==> config.mk <==
export PLATFORM = sky130hd
export DESIGN_NAME = etapa_ex_muldiv
export DESIGN_NICKNAME = d
export VERILOG_FILES = /design/src/rtl/etapa_ex_muldiv_pkg.sv /design/src/rtl/etapa_ex_muldiv_sign_fix.sv /design/src/rtl/etapa_ex_muldiv.sv
export SDC_FILE = /design/constraint.sdc
export NUM_CORES = 1
export LEC_CHECK = 0
export ABC_AREA = 1
export BUFFER_PORTS_ARGS = -buffer_cell sky130_fd_sc_hd__buf_2
export CORE_MARGIN = 5
export CORE_UTILIZATION = 38
export CTS_CLUSTER_SIZE = 40
export DETAILED_ROUTE_END_ITERATION = 8
export GPL_TIMING_DRIVEN = 0
export PLACE_DENSITY = 0.58
export SLEW_MARGIN = 40
export SYNTH_ARGS = -nofsm -noshare
export SYNTH_HDL_FRONTEND = slang
export SYNTH_SLANG_ARGS = --single-unit
==> constraint.sdc <==
create_clock -name i_clk -period 2.95 [get_ports i_clk]
set_input_delay 0.4425 -clock i_clk [delete_from_list [all_inputs] [get_ports i_clk]]
set_output_delay 0.4425 -clock i_clk [all_outputs]
set_load 0.01 [all_outputs]
==> src/rtl/etapa_ex_muldiv_pkg.sv <==
// Shared definitions for the EX-stage multiply/divide unit: operation codes,
// FSM state encoding and the funct values the decoder maps onto them.
package etapa_ex_muldiv_pkg;

  typedef enum logic [1:0] {
    OP_MULT  = 2'b00,
    OP_MULTU = 2'b01,
    OP_DIV   = 2'b10,
    OP_DIVU  = 2'b11
  } op_t;

  typedef enum logic [1:0] {
    IDLE = 2'd0,
    RUN  = 2'd1,
    FIX  = 2'd2
  } state_t;

  localparam logic [5:0] FUNCT_MFHI  = 6'h10;
  localparam logic [5:0] FUNCT_MTHI  = 6'h11;
  localparam logic [5:0] FUNCT_MFLO  = 6'h12;
  localparam logic [5:0] FUNCT_MTLO  = 6'h13;
  localparam logic [5:0] FUNCT_MULT  = 6'h18;
  localparam logic [5:0] FUNCT_MULTU = 6'h19;
  localparam logic [5:0] FUNCT_DIV   = 6'h1A;
  localparam logic [5:0] FUNCT_DIVU  = 6'h1B;

endpackage

==> src/rtl/etapa_ex_muldiv_sign_fix.sv <==
// Conditional two's-complement negation. With negate=1 on a negative operand
// this yields its magnitude; with negate=1 on a magnitude it restores the sign.
module muldiv_sign_fix #(
  parameter int W = 32
) (
  input  logic [W-1:0] value,
  input  logic         negate,
  output logic [W-1:0] result
);

  // Pass the value through or return its two's-complement negation
  always_comb begin
    result = value;
    if (negate) result = ~value + W'(1);
  end

endmodule

==> src/rtl/etapa_ex_muldiv.sv <==
// EX-stage multi-cycle MULT/MULTU/DIV/DIVU unit owning the HI/LO registers.
// Operands are reduced to magnitudes on capture, iterated for NBITS cycles
// (shift-add or restoring shift-subtract), and the signs are applied in FIX.
module etapa_ex_muldiv
  import etapa_ex_muldiv_pkg::*;
#(
  parameter int NBITS   = 32,
  parameter int CNTBITS = 6
) (
  input  logic             i_clk,
  input  logic             i_reset,
  input  logic             i_start,
  input  logic [1:0]       i_op,
  input  logic [NBITS-1:0] i_Registro1,
  input  logic [NBITS-1:0] i_Registro2,
  input  logic             i_mthi,
  input  logic             i_mtlo,
  output logic             o_busy,
  output logic             o_done,
  output logic [NBITS-1:0] o_HI,
  output logic [NBITS-1:0] o_LO
);

  localparam logic [CNTBITS-1:0] LAST_ITER = CNTBITS'(NBITS - 1);

  state_t state, state_next;

  logic accept, iterate, finish, mt_write;

  logic is_signed_op, is_div_op;
  logic a_neg, b_neg;
  logic [NBITS-1:0] abs_a, abs_b;

  logic is_div_q, prod_neg_q, quot_neg_q, rem_neg_q;
  logic [NBITS-1:0] src_q, oth_q;
  logic [2*NBITS-1:0] acc_q, acc_next;
  logic [CNTBITS-1:0] cnt_q;

  logic [NBITS:0]   trial;
  logic [NBITS-1:0] diff;
  logic             q_bit;

  logic [2*NBITS-1:0] prod_fix;
  logic [NBITS-1:0]   quot_fix, rem_fix;

  logic [NBITS-1:0] hi_q, lo_q;
  logic             busy_q, done_q;

  assign is_signed_op = (i_op == OP_MULT) || (i_op == OP_DIV);
  assign is_div_op    = (i_op == OP_DIV)  || (i_op == OP_DIVU);
  assign a_neg        = is_signed_op & i_Registro1[NBITS-1];
  assign b_neg        = is_signed_op & i_Registro2[NBITS-1];

  muldiv_sign_fix #(.W(NBITS)) u_abs_a (
    .value (i_Registro1),
    .negate(a_neg),
    .result(abs_a)
  );

  muldiv_sign_fix #(.W(NBITS)) u_abs_b (
    .value (i_Registro2),
    .negate(b_neg),
    .result(abs_b)
  );

  muldiv_sign_fix #(.W(2*NBITS)) u_prod (
    .value (acc_q),
    .negate(prod_neg_q),
    .result(prod_fix)
  );

  muldiv_sign_fix #(.W(NBITS)) u_quot (
    .value (acc_q[NBITS-1:0]),
    .negate(quot_neg_q),
    .result(quot_fix)
  );

  muldiv_sign_fix #(.W(NBITS)) u_rem (
    .value (acc_q[2*NBITS-1:NBITS]),
    .negate(rem_neg_q),
    .result(rem_fix)
  );

  // State register; reset returns to IDLE and aborts any operation
  always_ff @(posedge i_clk) begin
    if (i_reset) state <= IDLE;
    else         state <= state_next;
  end

  // Next-state logic: IDLE -> RUN on start, RUN for NBITS edges, one FIX edge
  always_comb begin
    state_next = state;
    case (state)
      IDLE:    if (i_start) state_next = RUN;
      RUN:     if (cnt_q == LAST_ITER) state_next = FIX;
      FIX:     state_next = IDLE;
      default: state_next = IDLE;
    endcase
  end

  // Control strobes decoded from the current state
  always_comb begin
    accept   = (state == IDLE) && i_start;
    iterate  = (state == RUN);
    finish   = (state == FIX);
    mt_write = (state == IDLE) && !i_start;
  end

  // One iteration step: multiply shifts the product left and adds the
  // multiplicand when the current multiplier bit (MSB first) is set; divide
  // brings down the next dividend bit and subtracts the divisor if it fits
  always_comb begin
    trial    = {acc_q[2*NBITS-1:NBITS], src_q[NBITS-1]};
    q_bit    = (trial >= {1'b0, oth_q});
    diff     = trial[NBITS-1:0] - oth_q;
    acc_next = {acc_q[2*NBITS-2:0], 1'b0}
             + ({{NBITS{1'b0}}, oth_q} & {(2*NBITS){src_q[NBITS-1]}});
    if (is_div_q)
      acc_next = {(q_bit ? diff : trial[NBITS-1:0]), acc_q[NBITS-2:0], q_bit};
  end

  // Datapath, HI/LO ownership and the registered busy/done flags.
  // A zero divisor keeps the quotient sign positive so LO stays all ones and
  // the remainder path restores the raw dividend into HI.
  always_ff @(posedge i_clk) begin
    if (i_reset) begin
      is_div_q   <= 1'b0;
      prod_neg_q <= 1'b0;
      quot_neg_q <= 1'b0;
      rem_neg_q  <= 1'b0;
      src_q      <= '0;
      oth_q      <= '0;
      acc_q      <= '0;
      cnt_q      <= '0;
      hi_q       <= '0;
      lo_q       <= '0;
      busy_q     <= 1'b0;
      done_q     <= 1'b0;
    end else begin
      done_q <= 1'b0;
      if (accept) begin
        is_div_q   <= is_div_op;
        prod_neg_q <= a_neg ^ b_neg;
        quot_neg_q <= (a_neg ^ b_neg) & (i_Registro2 != '0);
        rem_neg_q  <= a_neg;
        src_q      <= is_div_op ? abs_a : abs_b;
        oth_q      <= is_div_op ? abs_b : abs_a;
        acc_q      <= '0;
        cnt_q      <= '0;
        busy_q     <= 1'b1;
      end
      if (iterate) begin
        acc_q <= acc_next;
        src_q <= {src_q[NBITS-2:0], 1'b0};
        cnt_q <= cnt_q + CNTBITS'(1);
      end
      if (finish) begin
        hi_q   <= is_div_q ? rem_fix  : prod_fix[2*NBITS-1:NBITS];
        lo_q   <= is_div_q ? quot_fix : prod_fix[NBITS-1:0];
        done_q <= 1'b1;
        busy_q <= 1'b0;
      end
      if (mt_write) begin
        if (i_mthi) hi_q <= i_Registro1;
        if (i_mtlo) lo_q <= i_Registro1;
      end
    end
  end

  assign o_busy = busy_q;
  assign o_done = done_q;
  assign o_HI   = hi_q;
  assign o_LO   = lo_q;

endmodule

After elaboration in Yosys (flattened, before gate mapping) --
Index checks and enable logic that the tools add are counted.
Word-level totals: latch bits 0, bits in registers 206, output and inout bits 66, ROM bits 0, RAM bits 0, memories 0
Cells by class: add/subtract/negate cells 8, shift operators 0, multipliers 0, reduce and logical (&&, ||, !) cells 12, equality and inequality tests 7, div/mod/pow operators 0, $lt $le $gt $ge 1, muxes and demuxes 27, bitwise gates (word level) 10
Operators by type and width (count):
- 2-to-1 mux 32 bit | 17
- 2-to-1 mux 64 bit | 4
- adder 32 x 1 -> 32 bit, second input constant | 4
- inverter 32 bit | 4
- adder 64 x 1 -> 64 bit, second input constant | 1
- adder 64 bit | 1
- bitwise AND 32 x 64 -> 64 bit | 1
- inverter 64 bit | 1
- greater-or-equal comparator 33 x 32 -> 1 bit | 1
- nonzero test 32 bit | 1
- subtractor 32 bit | 1
- 2-to-1 mux 6 bit | 2
- adder 6 x 1 -> 6 bit, second input constant | 1
- equality test 2 bit, second input constant | 3
- equality test 6 x 5 -> 1 bit, second input constant | 1
- zero test 2 bit | 2
- 2-to-1 mux 2 bit | 2
- one-hot mux 2 bit (2 select lines) | 1
- OR reduction 2 bit | 2
- bitwise AND 1 bit | 3
- equality test 2 x 1 -> 1 bit, second input constant | 1
- logical AND 1 bit | 2
- logical OR 1 bit | 2
- != test 2 x 1 -> 1 bit, second input constant | 1
- other kinds (6) | 6

Longest topological paths before layout --
word-level depth 7, gate-level depth with buffers 21, depth with buffers taken out 19

Cells and area by module --
A second synthesis with hierarchy kept.
Unflattened totals: cell total of the unflattened synthesis 4312, area, all modules 23635.2 um2
Modules (own cells, without submodules):
- etapa_ex_muldiv | cells each 2906, area each 16734.8 um2, instances 1
- muldiv_sign_fix (u_abs_a ...) | cells each 227, area each 1108.6 um2, instances 4
- muldiv_sign_fix (u_prod) | cells each 498, area each 2466.1 um2, instances 1

Worst setup path before layout --
OpenSTA, ideal clock, no wires.
path type register to register, start register src_q[31], end register acc_q[58], stages on the path, launching flop included 18, setup time 132 ps, required time 2818 ps, setup slack 644 ps, data arrival time 2174 ps, cell sequence dfxtp_1 clkbuf_1 clkbuf_1 nand2_1 inv_1 ha_1 a21oi_1 o21ai_0 nand2_1 nand2_1 nand2_1 or2_2 nand2_1 nand2_1 nand2_1 nand2_1 nand3_1 a21oi_1
Between the ends: cells in the longest elaborated chain, start to end 4, elaborated cells on any way between the ends 7, classes of those cells add/sub (2); order compare (1); mux (3); bitwise (1)
Ends and longest elaborated chain:
- start, declared | RTL line etapa_ex_muldiv.sv:35 | logic [NBITS-1:0] src_q, oth_q;
- start signal, assigned | RTL line etapa_ex_muldiv.sv:146 | src_q <= is_div_op ? abs_a : abs_b;
- start signal, assigned | RTL line etapa_ex_muldiv.sv:154 | src_q <= {src_q[NBITS-2:0], 1'b0};
- bitwise AND 32 x 64 -> 64 bit, or another cell as far along | RTL line etapa_ex_muldiv.sv:117 | + ({{NBITS{1'b0}}, oth_q} & {(2*NBITS){src_q[NBITS-1]}});
- adder 64 bit / 2-to-1 mux 32 bit (equally long branches) | RTL line etapa_ex_muldiv.sv:117, etapa_ex_muldiv.sv:119
- 2-to-1 mux 64 bit (*) | RTL line etapa_ex_muldiv.sv:118 | if (is_div_q)
- 2-to-1 mux 64 bit (*) | RTL line etapa_ex_muldiv.sv:152 | if (iterate) begin
- end signal, assigned | RTL line etapa_ex_muldiv.sv:153 | acc_q <= acc_next;
- end, declared | RTL line etapa_ex_muldiv.sv:36 | logic [2*NBITS-1:0] acc_q, acc_next;
Every way passes the cells marked *; elsewhere a longest branch is shown, timed or not. A chain may end at the register's enable or synchronous reset.

Worst setup path after layout --
start register src_q[31], end register acc_q[38]
The elaborated chain is that of the path after synthesis.

==> impl_metrics.ini <==
[run_status]
status = complete, no violations

[clocking]
worstSkewPairLatency_ns = 0.58
clock-sinks = 206
cts_tree = built
clk_path_buf_depth = 3
numCtsBuffers = 24
postCtsHoldBufs = 0
cts_max_level = 1
clockRootBuffer = clkbuf_16
clkTransAtPathRegs_ns = 0.07

[sta]
setup_viol = 0
hold_viol = 0
rsz0062_at_grt = yes
min_period_ns = 2.901
timing.final.crit_share_pct = 98.33
fmax_ghz = 0.3448
slew_viol_final = 0
tightest_slew_ns = 0.9306
slew_headroom_pct = 37.96
clock_skew_ns = 0.01621
hold_slack_ns = 0.2215

[min_path]
hold_path.class = primary input to flop

[die]
start_util_pct = 38.29
dieArea_um2 = 58990
core-area_um2 = 53810
rows = 85
fp.dieH_um = 242.9
die_w_um = 242.9
num_io_pins = 137

[synth]
syn_area_um2 = 20610
synthFlopType = dfxtp_1
synth_edf_count = 0
synth.top_cell.area_share_pct = 22.66
synth_area_per_cell_um2 = 5.532
async_reset_ff_share_pct = 0
yosysSeqAreaShare_pct = 20.01
ys_ff_latch = 206
yosysUniqueCellTypes = 55
synth_fp_nets = 3868
synth_top_area_cell = nand2_1
yosysWarnings = 0
synthCells = 3725
ys_top_cells_by_area = nand2_1 23%, dfxtp_1 20%, inv_1 10%, nand3_1 8.7%, nor2_1 5.5%

[drt]
routed.top_layer = met5
drt-met1-wl_mm = 45.13
drtIter0Drc = 2891
post_drt_wl_per_cell_um = 23.57
wl_met3_mm = 10.26
ant_nets = 0
drt_pass1_iterations = 8
wl_met2_mm = 45.69
num_vias = 25581
drc = 0
via_per_inst = 5.554
finalWirelength_mm = 108.6

[cells_and_area]
antenna_cells = 0
area_delta_synth_final_pct = 14.86
nNetsFinal = 4036
drive_gt1_share_pct = 11.89

[critical_path]
rr_worst_depth = 18
required_ns = 3.38
cp-endpoint = acc_q[38]$_SDFFE_PP0P_
worstSetupStartpoint = src_q[31]$_SDFFE_PP0P_
crit_fanout = 10
end_kind = flop
reg2reg_slack_ns = 0.05
r2r_start = src_q[31]$_SDFFE_PP0P_
critical_path_class = flop to flop
start_kind = flop
critical_path_arrival_ns = 3.33
r2r_end = acc_q[38]$_SDFFE_PP0P_

[power]
p_total_mw = 10.19
irDropWorstVdd_mv = 0.3658
power.leakage_nw = 12.03
power.density_nw_per_um2 = 430.7

[place]
routabilityCongestion = 1.078
dp_hpwl_mm = 89.94
io_buffers = 136

[global_routing]
grt_usage_pct = 34.74
grt_start_max_net_pins = 14
antenna_found_initial = 3
grt_pass1_wl_mm = 154.6
grt_pass1_vias = 23497
grt-ovfl-total = 0

[job]
maxCapViolations = 0
[cells in the final DEF (no fill, tap or decap), drive strengths merged, types with 3 or more instances in the layout]
cell and instances:
dfxtp 206, nor3 53, or2 20, and3 4, nand3b 15, o21ai 180, a21oi 180, a22oi 35
buf 205, nand4 55, nand3 362, a21o 3, o211ai 42, and2 6, ha 70, nor2 329
inv 573, o21bai 9, o221ai 12, nor3b 3, xor2 56, clkbuf 121, nand2 1256, xnor2 29
nor4 12, a31oi 48, clkinv 5, o2111ai 4, clkinvlp 4
[area by class of cell]
cell class | instances | area (um2)
Tap cell | 696 | 870.8
Clock buffer | 34 | 728.2
Multi-Input combinational cell | 2796 | 14250
Sequential cell | 206 | 4130
Inverter | 573 | 2151
Buffer | 150 | 715.7
Fill cell | 6122 | 30150
Clock inverter | 9 | 83.83
Timing Repair Buffer | 142 | 738.2
[registers in the layout, summed over array words and instances, names as in the netlist]
register / count
src_q: 32
cnt_q: 6
o_HI: 32
o_done: 1
acc_q: 64
is_div_q: 1
state: 2
quot_neg_q: 1
o_busy: 1
o_LO: 32
prod_neg_q: 1
rem_neg_q: 1
oth_q: 32
[layer usage]
layer  vias up  GRT usage [%]
met3       264          5.149
met1     11714          47.02
met4         4          19.28
met2      1326          53.07
met5         -              0
li1      12273              -
[metrics by stage]
step	area (um2)	setup slack, ns	instances	setup TNS [ns]	util (%)
after floorplan	20610	0.6441	3725	0	-
after global placement	22160	-0.7850	4557	-28.46	41.18
after detailed placement	22170	-0.8131	4557	-29.12	41.20
after CTS	23260	0.0007385	4601	0	43.22
after global routing	23670	-0.01827	4606	-0.07636	43.98
final	23670	0.04935	4606	0	43.98
[timing repair]
action	in CTS	in global routing
setup buffers	1	5
endpoints found under the hold margin	0	0
pin swaps	3	9
gates resized for setup	74	91
setup endpoints to repair	57	40
[critical path, cell delays in order, from the launching register on]
cell,delay (ns)
dfxtp_2,0.35
buf_8,0.14
clkbuf_8,0.17
nand2_2,0.10
inv_1,0.08
ha_2,0.30
nand2_1,0.08
nand2_1,0.10
inv_1,0.07
nand2_1,0.08
inv_1,0.06
nand2_1,0.12
nand3b_1,0.33
nand2_1,0.17
nand2_1,0.14
nand2_1,0.13
nand3_4,0.12
nand3_2,0.13
a21oi_1,0.07
[cell families after synthesis]
family,Yosys count,synth area share [%]
flops,206,20.01
xor+xnor,85,3.613
compound gates,523,14.62
buf+inv,723,13.72
fa+ha+maj,72,4.444
simple gates,2116,43.59
[synthesized netlist by cell type, types with 3 or more instances]
master / count
a22oi_1: 35
a31oi_1: 48
clkbuf_1: 90
o211ai_1: 42
a21oi_2: 4
or2_2: 19
nor3_2: 4
and3_1: 4
a21oi_1: 176
ha_1: 70
nand3_2: 4
o2111ai_1: 4
nor2_2: 22
nand4_1: 55
nand2_2: 9
inv_2: 14
o21ai_1: 18
buf_1: 13
o21ai_0: 160
and2_1: 6
buf_4: 3
a21o_1: 3
xor2_1: 56
nor3_1: 47
xnor2_1: 29
nor2_1: 304
nand2_1: 1244
buf_6: 6
o221ai_1: 12
buf_2: 37
nand3_1: 358
o21bai_1: 9
dfxtp_1: 206
nor4_1: 12
nand3b_1: 15
inv_1: 559
[worst min-delay path by stage]
stage / start / endpoint / slack (ns) / cells past startpoint
2_1_floorplan: cnt_q[5]$_SDFFE_PP0P_ / cnt_q[5]$_SDFFE_PP0P_ / 0.44 / 1
3_3_place_gp: cnt_q[5]$_SDFFE_PP0P_ / cnt_q[5]$_SDFFE_PP0P_ / 0.45 / 1
3_5_place_dp: cnt_q[5]$_SDFFE_PP0P_ / cnt_q[5]$_SDFFE_PP0P_ / 0.46 / 1
4_1_cts: i_Registro2[0] / oth_q[0]$_SDFFE_PP0P_ / 0.20 / 3
5_1_grt: i_Registro2[0] / oth_q[0]$_SDFFE_PP0P_ / 0.22 / 3
6_report: i_Registro2[0] / oth_q[0]$_SDFFE_PP0P_ / 0.22 / 3
[where the power goes]
group	leakage [nW]	switching (mW)	internal [mW]	total, mW
registers	1.69	0.209	2.96	3.16
logic	9.95	2.72	1.15	3.88
clock network	0.389	1.42	1.73	3.15
Power figures use the tool's default switching activity.
